===== config.mk =====
export PLATFORM = sky130hd
export DESIGN_NAME = cpu_sequencer_flat
export DESIGN_NICKNAME = d
export VERILOG_FILES = /design/src/rtl/cpu_sequencer.sv /design/src/rtl/cpu_sequencer_if.sv /design/src/flat_wrapper.sv
export SDC_FILE = /design/constraint.sdc
export NUM_CORES = 1
export LEC_CHECK = 0
export CORE_MARGIN = 4
export CORE_UTILIZATION = 30
export CTS_BUF_LIST = sky130_fd_sc_hd__clkbuf_8
export CTS_CLUSTER_DIAMETER = 200
export DETAILED_ROUTE_END_ITERATION = 8
export GPL_TIMING_DRIVEN = 0
export PLACE_DENSITY = 0.53
export SLEW_MARGIN = 25
export SYNTH_ARGS = -nofsm -noshare
export SYNTH_HDL_FRONTEND = slang
export SYNTH_SLANG_ARGS = --single-unit

===== constraint.sdc =====
create_clock -name clk -period 6 [get_ports clk]
set_input_delay 1.2 -clock clk [delete_from_list [all_inputs] [get_ports clk]]
set_output_delay 1.2 -clock clk [all_outputs]
set_load 0.005 [all_outputs]

===== src/rtl/cpu_sequencer.sv =====
// CPU micro-step sequencer: two fetch steps followed by class-specific steps.
// Define CPU_SEQ_FIXED_LEN_EN for legacy fixed MAX_CYCLES-length instructions.
package cpu_seq_pkg;
    localparam logic [7:0] STATE_NEXT       = 8'd0;
    localparam logic [7:0] STATE_FETCH_PC   = 8'd1;
    localparam logic [7:0] STATE_FETCH_INST = 8'd2;
    localparam logic [7:0] STATE_HALT       = 8'd3;
    localparam logic [7:0] STATE_JUMP       = 8'd4;
    localparam logic [7:0] STATE_LDI        = 8'd5;
    localparam logic [7:0] STATE_MOV_FETCH  = 8'd6;
    localparam logic [7:0] STATE_MOV_LOAD   = 8'd7;
    localparam logic [7:0] STATE_MOV_STORE  = 8'd8;
    localparam logic [7:0] STATE_OUT_A      = 8'd9;
    localparam logic [7:0] STATE_ALU_OP     = 8'd10;
    localparam logic [7:0] STATE_INC_SP     = 8'd11;
    localparam logic [7:0] STATE_FETCH_SP   = 8'd12;
    localparam logic [7:0] STATE_RET        = 8'd13;
    localparam logic [7:0] STATE_PC_STORE   = 8'd14;
    localparam logic [7:0] STATE_TMP_STORE  = 8'd15;
    localparam logic [7:0] STATE_TMP_JUMP   = 8'd16;

    // Pattern opcodes are matched first, so no exact opcode may fall inside one.
    localparam logic [7:0] PATTERN_LDI = 8'b00??_?110;
    localparam logic [7:0] PATTERN_MOV = 8'b01??_????;
    localparam logic [7:0] PATTERN_ALU = 8'b10??_????;
    localparam logic [7:0] PATTERN_JMP = 8'b11??_?010;
    localparam logic [7:0] OP_HLT      = 8'b1111_0110;
    localparam logic [7:0] OP_OUT      = 8'b1101_0011;
    localparam logic [7:0] OP_RET      = 8'b1100_1001;
    localparam logic [7:0] OP_CALL     = 8'b1100_1101;
endpackage

module cpu_sequencer
    import cpu_seq_pkg::*;
#(
    parameter int OPCODE_W   = 8,
    parameter int STATE_W    = 8,
    parameter int CYCLE_W    = 4,
    parameter int MAX_CYCLES = 8
) (
    input logic            clk,
    input logic            reset,
    cpu_sequencer_if.master bus
);

    generate
        if (MAX_CYCLES < 7 || MAX_CYCLES > 2**CYCLE_W) begin : g_bad_max_cycles
            $error("cpu_sequencer: MAX_CYCLES must lie in 7 .. 2**CYCLE_W");
        end
        if (OPCODE_W != 8) begin : g_bad_opcode_w
            $error("cpu_sequencer: opcode map is defined for OPCODE_W = 8");
        end
        if (STATE_W < 5) begin : g_bad_state_w
            $error("cpu_sequencer: STATE_W too narrow for the state codes");
        end
    endgenerate

    typedef enum logic [3:0] {
        CLS_NOP, CLS_HLT, CLS_OUT, CLS_ALU, CLS_LDI,
        CLS_JMP, CLS_MOV, CLS_RET, CLS_CALL
    } instr_class_e;

    typedef enum logic {MODE_RUN, MODE_HALTED} seq_mode_e;

    typedef struct packed {
        logic [7:0] code;
        logic [2:0] len;
    } step_t;

    function automatic instr_class_e decode(input logic [OPCODE_W-1:0] op);
        instr_class_e cls;
        casez (op)
            PATTERN_LDI: cls = CLS_LDI;
            PATTERN_MOV: cls = CLS_MOV;
            PATTERN_ALU: cls = CLS_ALU;
            PATTERN_JMP: cls = CLS_JMP;
            OP_HLT:      cls = CLS_HLT;
            OP_OUT:      cls = CLS_OUT;
            OP_RET:      cls = CLS_RET;
            OP_CALL:     cls = CLS_CALL;
            default:     cls = CLS_NOP;
        endcase
        return cls;
    endfunction

    // Step code at index idx of the class's list, plus the list's total length.
    function automatic step_t lookup(input instr_class_e cls, input int idx);
        step_t s;
        s.code = STATE_NEXT;
        s.len  = 3'd3;
        case (cls)
            CLS_LDI, CLS_JMP: s.len = 3'd4;
            CLS_MOV, CLS_RET: s.len = 3'd5;
            CLS_CALL:         s.len = 3'd7;
            default:          s.len = 3'd3;
        endcase
        if (idx == 0) begin
            s.code = STATE_FETCH_PC;
        end else if (idx == 1) begin
            s.code = STATE_FETCH_INST;
        end else begin
            case (cls)
                CLS_HLT: if (idx == 2) s.code = STATE_HALT;
                CLS_OUT: if (idx == 2) s.code = STATE_OUT_A;
                CLS_ALU: if (idx == 2) s.code = STATE_ALU_OP;
                CLS_LDI: begin
                    if (idx == 2) s.code = STATE_FETCH_PC;
                    if (idx == 3) s.code = STATE_LDI;
                end
                CLS_JMP: begin
                    if (idx == 2) s.code = STATE_FETCH_PC;
                    if (idx == 3) s.code = STATE_JUMP;
                end
                CLS_MOV: begin
                    if (idx == 2) s.code = STATE_MOV_FETCH;
                    if (idx == 3) s.code = STATE_MOV_LOAD;
                    if (idx == 4) s.code = STATE_MOV_STORE;
                end
                CLS_RET: begin
                    if (idx == 2) s.code = STATE_INC_SP;
                    if (idx == 3) s.code = STATE_FETCH_SP;
                    if (idx == 4) s.code = STATE_RET;
                end
                CLS_CALL: begin
                    if (idx == 2) s.code = STATE_FETCH_PC;
                    if (idx == 3) s.code = STATE_TMP_STORE;
                    if (idx == 4) s.code = STATE_FETCH_SP;
                    if (idx == 5) s.code = STATE_PC_STORE;
                    if (idx == 6) s.code = STATE_TMP_JUMP;
                end
                default: s.code = STATE_NEXT;
            endcase
        end
        return s;
    endfunction

    seq_mode_e          mode_q, mode_d;
    logic [STATE_W-1:0] state_q, state_d;
    logic [CYCLE_W-1:0] cycle_q, cycle_d;
    logic               done_q, done_d;

    instr_class_e cls;
    step_t        step;
    int           cyc;
    logic         past_end;
`ifdef CPU_SEQ_FIXED_LEN_EN
    logic         slot_last;
`else
    logic         real_last;
`endif

    // NOTE: every signal written here gets a default first, so no path leaves
    // one unassigned and no latch is inferred.
    always_comb begin
        mode_d   = mode_q;
        state_d  = state_q;
        cycle_d  = cycle_q;
        done_d   = 1'b0;
        cls      = decode(bus.opcode);
        cyc      = int'(cycle_q);
        step     = lookup(cls, cyc);
        past_end = (cyc >= int'(step.len));
`ifdef CPU_SEQ_FIXED_LEN_EN
        slot_last = (cyc == MAX_CYCLES - 1);
`else
        real_last = (cyc == int'(step.len) - 1);
`endif

        if (mode_q == MODE_HALTED) begin
            state_d = STATE_W'(STATE_HALT);
            cycle_d = '0;
        end else if (bus.restart) begin
            state_d = STATE_W'(STATE_NEXT);
            cycle_d = '0;
        end else if (!bus.stall) begin
`ifdef CPU_SEQ_FIXED_LEN_EN
            if (cyc > MAX_CYCLES - 1) begin
                state_d = STATE_W'(STATE_NEXT);
                cycle_d = '0;
                done_d  = 1'b1;
            end else if (!past_end && step.code == STATE_HALT) begin
                mode_d  = MODE_HALTED;
                state_d = STATE_W'(STATE_HALT);
                cycle_d = '0;
                done_d  = 1'b1;
            end else begin
                // Slots after the last real step are padded with NEXT.
                state_d = past_end ? STATE_W'(STATE_NEXT) : STATE_W'(step.code);
                cycle_d = slot_last ? '0 : cycle_q + CYCLE_W'(1);
                done_d  = slot_last;
            end
`else
            // Counter safety wrap: out of range, or the final slot is not a last step.
            if (cyc > MAX_CYCLES - 1 || past_end ||
                (cyc == MAX_CYCLES - 1 && !real_last)) begin
                state_d = STATE_W'(STATE_NEXT);
                cycle_d = '0;
                done_d  = 1'b1;
            end else if (step.code == STATE_HALT) begin
                mode_d  = MODE_HALTED;
                state_d = STATE_W'(STATE_HALT);
                cycle_d = '0;
                done_d  = 1'b1;
            end else begin
                state_d = STATE_W'(step.code);
                cycle_d = real_last ? '0 : cycle_q + CYCLE_W'(1);
                done_d  = real_last;
            end
`endif
        end
    end

    // NOTE: sequential state uses non-blocking assignments so all registers
    // update together from the values sampled at the same edge.
    always_ff @(posedge clk) begin
        if (reset) begin
            mode_q  <= MODE_RUN;
            state_q <= STATE_W'(STATE_NEXT);
            cycle_q <= '0;
            done_q  <= 1'b0;
        end else begin
            mode_q  <= mode_d;
            state_q <= state_d;
            cycle_q <= cycle_d;
            done_q  <= done_d;
        end
    end

    assign bus.state      = state_q;
    assign bus.cycle      = cycle_q;
    assign bus.instr_done = done_q;
    assign bus.halted     = (mode_q == MODE_HALTED);

endmodule


===== src/rtl/cpu_sequencer_if.sv =====
// Handshake bundle between the instruction register, the micro-step sequencer
// and the datapath control decode. master = sequencer, slave = its environment.
interface cpu_sequencer_if #(
    parameter int OPCODE_W = 8,
    parameter int STATE_W  = 8,
    parameter int CYCLE_W  = 4
);
    logic [OPCODE_W-1:0] opcode;
    logic                stall;
    logic                restart;
    logic [STATE_W-1:0]  state;
    logic [CYCLE_W-1:0]  cycle;
    logic                instr_done;
    logic                halted;

    modport master (
        input  opcode, stall, restart,
        output state, cycle, instr_done, halted
    );

    modport slave (
        output opcode, stall, restart,
        input  state, cycle, instr_done, halted
    );
endinterface


===== src/flat_wrapper.sv =====
// flat-port wrapper written by rule: the top's interface ports become plain ports
module cpu_sequencer_flat import cpu_seq_pkg::*;
#(
    parameter int OPCODE_W   = 8,
    parameter int STATE_W    = 8,
    parameter int CYCLE_W    = 4,
    parameter int MAX_CYCLES = 8
)
  (clk, reset, bus_opcode, bus_stall, bus_restart, bus_state, bus_cycle, bus_instr_done, bus_halted);
  cpu_sequencer_if #(.OPCODE_W(OPCODE_W), .STATE_W(STATE_W), .CYCLE_W(CYCLE_W)) bus_i ();
  input logic clk;
  input logic reset;
  input wire logic [$bits(bus_i.opcode)-1:0] bus_opcode;
  input wire logic [$bits(bus_i.stall)-1:0] bus_stall;
  input wire logic [$bits(bus_i.restart)-1:0] bus_restart;
  output wire logic [$bits(bus_i.state)-1:0] bus_state;
  output wire logic [$bits(bus_i.cycle)-1:0] bus_cycle;
  output wire logic [$bits(bus_i.instr_done)-1:0] bus_instr_done;
  output wire logic [$bits(bus_i.halted)-1:0] bus_halted;
  assign bus_i.opcode = bus_opcode;
  assign bus_i.stall = bus_stall;
  assign bus_i.restart = bus_restart;
  assign bus_state = bus_i.state;
  assign bus_cycle = bus_i.cycle;
  assign bus_instr_done = bus_i.instr_done;
  assign bus_halted = bus_i.halted;
  cpu_sequencer #(.OPCODE_W(OPCODE_W), .STATE_W(STATE_W), .CYCLE_W(CYCLE_W), .MAX_CYCLES(MAX_CYCLES)) u_core (.clk(clk), .reset(reset), .bus(bus_i));
endmodule

==> results.toml <==
[synthesis]
yosysUniqueCellTypes = 64
netlist_instances = 170
synthFlopType = "dfxtp_1"
yosysWarnings = 0
synth-edff-count = 0
async_reset_ff_frac = 0
syn_avg_cell_area_sq_um = 8.052
synth-seq-cells = 11
synth_area_sq_mm = 0.001369
ys_seq_area_frac = 0.1609

[critical_path]
max_stage_delay_ps = 550
end_kind = "register"
path_max_fanout = 6
worstPathCellList = "clkdlybuf4s50_1 > ha_1 > and3b_2 > o21ai_0 > nand2_1 > o21ai_0 > nand2_1 > ha_1 > nand2b_1 > a21o_1 > a211o_1 > a21oi_1 > o211ai_1 > a41o_1 > or3b_1 > a31oi_1"
critPathArrivalTime_ps = 4930
crit_slowest_cell = "clkdlybuf4s50_1"
startpoint_type = "input pin"
crit_type = "in2reg"
cp.required_ps = 6170

[pwr]
peakVddDrop_mv = 0.07780
p_total_uw = 211.7
p_per_area_mw_per_mm2 = 124.0
power_leakage_nw = 0.6418

[routing]
drt_iter0_drc = 52
drcViolationCount = 0
num_vias = 1349
drt_first_pass_iters = 4
wl_per_cell_um = 13.72
vias_per_cell = 5.396
drtAntennaViolNets = 0
route.final.wire_length_um = 3429

[global_routing]
grt_max_degree = 11
grt_pass1_wl_um = 5878
grt_use_total = 0.1288
first_global_vias = 1315
antenna_found_initial = 0
grt.overflow.total = 0

[timing]
fin_skew_ps = 0.4697
setup_viol = 0
max_freq_mhz = 209.9
hold_viol = 0
tns_ps = 0
final.min_clock_period_ps = 4765
grt_setup_unrepaired = "no"
setup_ws_ps = 1235
period_share = 0.7942
maxSlewViolCount = 0

[floorplanning]
start_util = 0.3122
io_pins = 26
num_rows = 24
dieArea_sq_mm = 0.005707
die_x_um = 75.55
die_y_um = 75.55
fp.coreArea_sq_mm = 0.004384

[placed_design]
gp_congestion = 0.9786
hpwl_um = 2769
dp.cells = 246
numPortBuffers = 22
post-place-ws_ps = 1020

[cells_and_area]
nets = 221
insertedDiodeCount = 0
most-common-layout-cells = "22 x clkdlybuf4s50_1, 19 x a21oi_1, 18 x nor2_1"
final_common_cell = "clkdlybuf4s50_1"
fin_cells = 250
drive_gt1_frac = 0.1919
syn2layout_area_growth_pct = 24.68

[clocking]
cts_buffer_depth = 2
cts_max_level = 1
clock_sinks = 11
path_clk_slew_ps = 50
clk_latency_ps = 240
cts_setup_buffers = 0
tritoncts = "yes"
cts_root_buf = "clkbuf_8"
cts_resized = 0
cts_buffers = 3
hold_buffers = 0

[min_path]
hold_class = "reg2reg"

[job]
drv_cap = 0

[status]
status = "complete, no violations"
==> cell families (layout without fill, tap and decap cells) <==
kind of cell / count (synthesis) / after routing / share of synthesized area
flops: 11 / 11 / 0.1609
mux: 2 / 2 / 0.01554
fa+ha+maj: 10 / 10 / 0.09141
compound gates: 45 / 45 / 0.2505
simple gates: 87 / 87 / 0.4131
other cells: 1 / 3 / 0.002740
buf+inv: 14 / 40 / 0.06582
==> registers in the layout (all words and copies together), names as in the netlist <==
name	cells
u_core.bus.state	5
u_core.bus.halted	1
u_core.bus.instr_done	1
u_core.bus.cycle	4
==> cell type report <==
type | count | area (sq um)
clock inverter | 1 | 3.754
fill | 486 | 2678
clock buffer | 3 | 41.29
tap | 52 | 65.06
inverter | 8 | 30.03
sequential | 11 | 220.2
timing repair buffer | 22 | 220.2
buffer | 6 | 60.06
multi-input combinational | 147 | 1066
==> worst max-delay path: cells and delay by family <==
family,cells,cell delay [ps]
and+or+nand+nor,5,1060
buffers and inverters,1,550
adders and majority gates,2,610
AOI/OAI and AO/OA,8,1500
==> where the power goes <==
| group | internal (mW) | switching, mW |
|---|---|---|
| Clock | 0.0448 | 0.0270 |
| Combinational | 0.0291 | 0.0351 |
| Sequential | 0.0744 | 0.00122 |
| Total | 0.148 | 0.0633 |
==> stage by stage <==
step	hold slack, ps	util	instance area (sq um)
after global placement	481.0	0.3790	1662
final	490.2	0.3893	1707
after global routing	542.1	0.3893	1707
after detailed placement	483.0	0.3790	1662
after floorplan	484.8	-	1376
after CTS	496.6	0.3893	1707
==> per-layer routing <==
metal / up-vias / part of all wire / GRT usage / wire length [um]
met2: 22 / 0.47 / 0.2205 / 1619
li1: 693 / - / - / -
met1: 634 / 0.49 / 0.1734 / 1669
met5: - / 0 / 0 / 0
met3: 0 / 0.041 / 0.02902 / 140
met4: 0 / 0 / 0.007767 / 0
==> path summary, 6_finish.rpt <==
kind                                          start             endpoint  slack, ps  depth (start not counted)
worst min register to register  u_core.bus.state[4]  u_core.bus.state[4]        490                          2
worst max register to register  u_core.bus.cycle[0]  u_core.bus.cycle[2]       3290                         10
worst max-delay path                  bus_opcode[6]  u_core.bus.cycle[2]       1230                         16
worst min-delay path            u_core.bus.state[4]  u_core.bus.state[4]        490                          2
==> synthesized netlist by cell type (all sizes together) (2+ instances only) <==
master | number | area, sq um
nand4 | 4 | 40.04
nand2 | 19 | 76.32
nor3 | 2 | 15.01
nand2b | 2 | 12.51
dfxtp | 11 | 220.2
nor3b | 4 | 35.03
nor4 | 2 | 12.51
nand3b | 3 | 22.52
nand3 | 9 | 62.56
o21ai | 3 | 15.01
or4 | 2 | 18.77
and4bb | 2 | 25.02
and2 | 3 | 23.77
or3 | 4 | 27.52
o21bai | 2 | 15.01
and2b | 2 | 16.27
and4 | 3 | 28.78
a211oi | 3 | 22.52
nor2 | 18 | 67.56
a21oi | 21 | 120.1
buf | 3 | 22.52
clkbuf | 2 | 27.53
ha | 10 | 125.1
and3b | 2 | 20.02
a31oi | 3 | 33.78
inv | 8 | 30.03
Power figures use the tool's default switching activity.
